[src/rtl/div_pkg.sv]
// Shared definitions for the iterative divider.
// DIV_WIDTH   : default operand/result width.
// div_state_e : controller states (IDLE, BUSY, DONE).
package div_pkg;

    localparam int DIV_WIDTH = 32;

    typedef enum logic [1:0] {
        IDLE = 2'd0,
        BUSY = 2'd1,
        DONE = 2'd2
    } div_state_e;

endpackage

[src/rtl/div_step.sv]
// One restoring-division step, purely combinational.
// Ports:
//   divisor  : unsigned divisor
//   rem_in   : partial remainder before the step
//   dvd_in   : dividend shift register (MSB is the next bit to bring in)
//   quo_in   : quotient shift register before the step
//   rem_out  : partial remainder after the step
//   dvd_out  : dividend shift register advanced by one bit
//   quo_out  : quotient with the new bit shifted in at the LSB
module div_step #(
    parameter int WIDTH = 32
) (
    input  logic [WIDTH-1:0] divisor,
    input  logic [WIDTH-1:0] rem_in,
    input  logic [WIDTH-1:0] dvd_in,
    input  logic [WIDTH-1:0] quo_in,
    output logic [WIDTH-1:0] rem_out,
    output logic [WIDTH-1:0] dvd_out,
    output logic [WIDTH-1:0] quo_out
);

    logic        [WIDTH:0]   shifted;
    logic signed [WIDTH+1:0] diff;
    logic                    q_bit;

    // The shifted remainder needs WIDTH+1 bits; one more bit holds the
    // sign of the trial subtraction.
    assign shifted = {rem_in, dvd_in[WIDTH-1]};
    assign diff    = $signed({1'b0, shifted}) - $signed({2'b00, divisor});
    assign q_bit   = ~diff[WIDTH+1];

    // A kept difference is always below the divisor, so it fits in WIDTH bits.
    assign rem_out = q_bit ? diff[WIDTH-1:0] : shifted[WIDTH-1:0];
    assign dvd_out = {dvd_in[WIDTH-2:0], 1'b0};
    assign quo_out = {quo_in[WIDTH-2:0], q_bit};

endmodule

[src/rtl/div_iterative.sv]
// Iterative unsigned restoring divider, one quotient bit per clock.
// Ports:
//   clk, rst              : clock, asynchronous active-high reset
//   valid_in / ready_out  : operand handshake (accepts only in IDLE)
//   dividend, divisor     : unsigned operands, sampled at acceptance
//   valid_out / ready_in  : result handshake (result held in DONE)
//   quotient, remainder   : registered results, kept until the next result
// Divide-by-zero needs no special case: every trial subtraction succeeds,
// giving quotient = all ones and remainder = dividend.
module div_iterative
    import div_pkg::*;
#(
    parameter int WIDTH = DIV_WIDTH
) (
    input  logic             clk,
    input  logic             rst,
    input  logic             valid_in,
    output logic             ready_out,
    input  logic [WIDTH-1:0] dividend,
    input  logic [WIDTH-1:0] divisor,
    output logic             valid_out,
    input  logic             ready_in,
    output logic [WIDTH-1:0] quotient,
    output logic [WIDTH-1:0] remainder
);

    localparam int                CNT_W     = $clog2(WIDTH) + 1;
    localparam logic [CNT_W-1:0]  LAST_STEP = CNT_W'(WIDTH - 1);

    div_state_e        state, state_next;
    logic [CNT_W-1:0]  cnt;
    logic [WIDTH-1:0]  rem_r, dvd_r, quo_r, dsr_r;
    logic [WIDTH-1:0]  rem_nx, dvd_nx, quo_nx;
    logic              accept, last_step;

    assign accept    = valid_in && (state == IDLE);
    assign last_step = (state == BUSY) && (cnt == LAST_STEP);

    div_step #(.WIDTH(WIDTH)) u_step (
        .divisor (dsr_r),
        .rem_in  (rem_r),
        .dvd_in  (dvd_r),
        .quo_in  (quo_r),
        .rem_out (rem_nx),
        .dvd_out (dvd_nx),
        .quo_out (quo_nx)
    );

    always_ff @(posedge clk or posedge rst) begin
        if (rst) begin
            state <= IDLE;
        end else begin
            state <= state_next;
        end
    end

    always_comb begin
        state_next = state;
        ready_out  = 1'b0;
        valid_out  = 1'b0;
        case (state)
            IDLE: begin
                ready_out = 1'b1;
                if (valid_in) begin
                    state_next = BUSY;
                end
            end
            BUSY: begin
                if (cnt == LAST_STEP) begin
                    state_next = DONE;
                end
            end
            DONE: begin
                valid_out = 1'b1;
                if (ready_in) begin
                    state_next = IDLE;
                end
            end
            default: begin
                state_next = IDLE;
            end
        endcase
    end

    // Working registers advance one step per BUSY cycle; the result
    // registers are written only on the final step so they keep the
    // previous answer through IDLE and the next computation.
    always_ff @(posedge clk or posedge rst) begin
        if (rst) begin
            cnt       <= '0;
            rem_r     <= '0;
            dvd_r     <= '0;
            quo_r     <= '0;
            dsr_r     <= '0;
            quotient  <= '0;
            remainder <= '0;
        end else if (accept) begin
            cnt   <= '0;
            rem_r <= '0;
            quo_r <= '0;
            dvd_r <= dividend;
            dsr_r <= divisor;
        end else if (state == BUSY) begin
            cnt   <= cnt + 1'b1;
            rem_r <= rem_nx;
            dvd_r <= dvd_nx;
            quo_r <= quo_nx;
            if (last_step) begin
                quotient  <= quo_nx;
                remainder <= rem_nx;
            end
        end
    end

endmodule

[config.mk]
export PLATFORM = sky130hd
export DESIGN_NAME = div_iterative
export DESIGN_NICKNAME = d
export VERILOG_FILES = /design/src/rtl/div_pkg.sv /design/src/rtl/div_step.sv /design/src/rtl/div_iterative.sv
export SDC_FILE = /design/constraint.sdc
export NUM_CORES = 1
export LEC_CHECK = 0
export BUFFER_PORTS_ARGS = -buffer_cell sky130_fd_sc_hd__buf_2
export CORE_UTILIZATION = 30
export CTS_CLUSTER_DIAMETER = 50
export DETAILED_ROUTE_END_ITERATION = 16
export PLACE_DENSITY = 0.48
export SLEW_MARGIN = 20
export SYNTH_ARGS = -nofsm -noshare
export SYNTH_HDL_FRONTEND = slang
export SYNTH_SLANG_ARGS = --single-unit
[constraint.sdc]
create_clock -name clk -period 6.22 [get_ports clk]
set_clock_uncertainty 0.1 [all_clocks]
set_input_delay 0.311 -clock clk [delete_from_list [all_inputs] [get_ports clk]]
set_output_delay 0.311 -clock clk [all_outputs]
set_load 0.1 [all_outputs]
==> impl_metrics.sql <==
INSERT INTO impl_metrics (metric_group, metric, value, unit) VALUES
('critical_path', 'critPathKind', 'reg2reg', ''),
('synth', 'synth.cell_area', '9710', 'µm²'),
('cts', 'cts-resized-gates', '0', ''),
('synth', 'number_of_nets_produced_by_synthesis', '1208', ''),
('cts', 'cts_tree', 'yes', ''),
('synth', 'synth.ff_latch_count', '199', ''),
('cts', 'root_buffer_cell', 'sky130_fd_sc_hd__clkbuf_16', ''),
('critical_path', 'timing.critical_path.required', '6.40', 'ns'),
('global_route', 'grt_pass1_vias', '8105', ''),
('sta', 'fin_setup_tns', '0', 'ns'),
('final_layout', 'mostFrequentLayoutCells', 'sky130_fd_sc_hd__nand2_1, sky130_fd_sc_hd__dfrtp_1, sky130_fd_sc_hd__o21ai_0', ''),
('critical_path', 'r2r_start', 'dvd_r[31]', ''),
('sta', 'grt_setup_unrepaired', 'no', ''),
('cts', 'clkTransAtPathRegs', '0.08', 'ns'),
('floorplanning', 'fp.coreArea', '31700', 'µm²'),
('cts', 'cts_num_sinks', '199', ''),
('final_layout', 'n_fill_cell', '3321', ''),
('critical_path', 'critical_path.max_fanout', '4', ''),
('floorplanning', 'die_height', '182', 'µm'),
('final_layout', 'flow.area_growth_from_synthesis', '23.7', '%'),
('critical_path', 'timing.critical_path.to', 'remainder[28]', ''),
('synth', 'postSynth.topFlopCell', 'sky130_fd_sc_hd__dfrtp_1', ''),
('final_layout', 'multiInputGateArea', '4360', 'µm²'),
('drt', 'overall_routed_net_length', '25000', 'µm'),
('synth', 'number_of_enable_flip_flop_cells_after_synthesis', '0', ''),
('final_layout', 'nets', '1363', ''),
('critical_path', 'cpMaxStageDelayCell', 'sky130_fd_sc_hd__fa_1', ''),
('critical_path', 'worst_path_most_repeated_cell', 'sky130_fd_sc_hd__o21ai_0', ''),
('critical_path', 'worst_setup_path_start_kind', 'flip-flop', ''),
('synth', 'asyncSetResetFlopFracSynth', '1.00', ''),
('sta', 'worst-slew-pin-transition', '1.04', 'ns'),
('critical_path', 'worst_setup_path_startpoint', 'dvd_r[31]', ''),
('drt', 'drt_pre_antenna_iters', '4', ''),
('synth', 'netlist_instances', '1106', ''),
('global_route', 'grt_max_degree', '144', ''),
('synth', 'synthMuxAreaShare', '0.0177', ''),
('cts', 'numCtsBuffers', '17', ''),
('floorplanning', 'initial_core_util', '0.306', ''),
('drt', 'remaining_drc_errors', '0', ''),
('sta', 'period_share', '0.568', ''),
('critical_path', 'worst_path_dominant_cell_family', 'compound AO/OA/AOI/OAI gates', ''),
('synth', 'synth.distinct_cells', '56', ''),
('synth', 'yosysWarnings', '0', ''),
('critical_path', 'timing.rr.end', 'remainder[28]', ''),
('global_route', 'grt-ovfl-total', '0', ''),
('global_route', 'track_usage', '0.157', ''),
('critical_path', 'logic_depth_of_the_worst_setup_path_including_buffers', '13', ''),
('sta', 'hold_viol_final', '0', ''),
('final_layout', 'most_common_library_cell_in_the_layout_ignoring_fill_and_taps', 'sky130_fd_sc_hd__nand2_1', ''),
('placement', 'finalWeightedCongestion', '0.795', ''),
('sta', 'fin_crit', '3.53', 'ns'),
('drt', 'routed-via-count', '7937', ''),
('final_layout', 'stdcell_count', '1678', ''),
('cts', 'cts_setup_buffers', '0', ''),
('cts', 'clk_path_buf_depth', '2', ''),
('final_layout', 'area.sequential', '4980', 'µm²'),
('synth', 'synth_top_family_by_area', 'simple AND/OR/NAND/NOR gates', ''),
('critical_path', 'worstPathBufferInverterCount', '2', ''),
('cts', 'clock_tree.htree_level_count', '4', ''),
('outcome', 'outcome', 'finished clean', ''),
('sta', 'final_max_slew_viol_count', '0', ''),
('synth', 'synth_area_in_compound_gates', '0.178', ''),
('global_route', 'grt_antenna_before_repair', '3', ''),
('critical_path', 'critPathMaxStageDelay', '0.39', 'ns'),
('cts', 'clock_insertion_delay_worst_skew', '0.44', 'ns'),
('critical_path', 'ff2ff_path_depth', '13', ''),
('synth', 'post_synth_and_or_nand_nor_area_fraction', '0.180', ''),
('sta', 'maxSlewHeadroom', '0.308', ''),
('synth', 'yosys.area_share.adder', '0.0446', ''),
('floorplanning', 'floorplan.io_pins', '134', ''),
('drt', 'avgViaCountPerCell', '4.73', '');
-- Yosys cell counts, drive strengths merged, types with 3 or more instances --
library cell  number  share of area
a21o              13          0.010
dfrtp            199           0.51
a211oi             5         0.0039
a31o               3         0.0027
nand2b             5         0.0032
ha                33          0.043
a21oi             38          0.020
buf                6         0.0039
mux2i             16          0.017
a31oi              7         0.0045
o21bai             4         0.0031
a22oi             30          0.023
nor2              26          0.010
o31ai              3         0.0023
xor2               7         0.0063
o21ai            165          0.085
nand3             27          0.014
and3               6         0.0040
and2               3         0.0019
nor3               6         0.0031
nand2            344           0.13
clkbuf            60          0.023
a221o              3         0.0032
nor2b              6         0.0039
nand4              5         0.0032
inv               38          0.015
xnor2             21          0.019
o21a               5         0.0046
o211ai             4         0.0031
-- state kept, by name, summed over array words and instances (netlist names) --
signal / cells
cnt: 6
dsr_r: 32
dvd_r: 32
quo_r: 31
quotient: 32
rem_r: 32
remainder: 32
state: 2
-- cells by family after synthesis --
logic type / Yosys count
adder cells (fa/ha/maj): 34
AO/OA/AOI/OAI: 292
flip-flops: 199
XOR/XNOR: 28
multiplexers: 17
buffers and inverters: 104
AND/OR/NAND/NOR: 432
-- layout make-up --
class	instances	area share
multi-input combinational	803	0.363
clock buffer	17	0.0354
clock inverter	15	0.0181
timing repair buffer	202	0.113
sequential	199	0.415
antenna	2	0.000417
tap	402	0.0419
inverter	38	0.0129
-- layer usage --
layer | global-route usage | up-vias | wire (µm)
li1 | - | 4039 | -
met1 | 0.205 | 3784 | 12200
met2 | 0.264 | 102 | 11700
met3 | 0.0359 | 10 | 863
met4 | 0.0343 | 2 | 163
met5 | 0 | - | 8
-- tightest hold or removal path, delay by kind of cell --
family	cells	cell delay [ns]
buffers and inverters	1	0.09
AO/OA/AOI/OAI	1	0.07
AND/OR/NAND/NOR	1	0.04
-- worst min-delay path by stage --
stage	start	depth (start not counted)	to	slack (ns)
after floorplan	divisor[0]	2	dsr_r[0]	0.32
after global placement	cnt[5]	1	cnt[5]	0.36
after detailed placement	quotient[6]	2	quotient[6]	0.36
after CTS	divisor[31]	3	dsr_r[31]	0.003
after global routing	divisor[26]	3	dsr_r[26]	0.01
final	divisor[26]	3	dsr_r[26]	0.02
-- metrics by stage --
step | worst slack [ns] | hold WS [ns] | area [µm²]
after floorplan | 0.383 | 0.316 | 9710
after global placement | 2.80 | 0.356 | 10700
after detailed placement | 2.72 | 0.361 | 10700
after CTS | 2.69 | 0.00337 | 12000
after global routing | 2.49 | 0.0100 | 12000
final | 2.69 | 0.0195 | 12000
-- repair_timing --
action / CTS / global route
hold buffers: 62 / 1
endpoints found under the setup margin: 0 / 0
endpoints found under the hold margin: 62 / 83
Power is not shown: default switching activity piles up to over one toggle a cycle in this logic, so the estimate is an artifact.
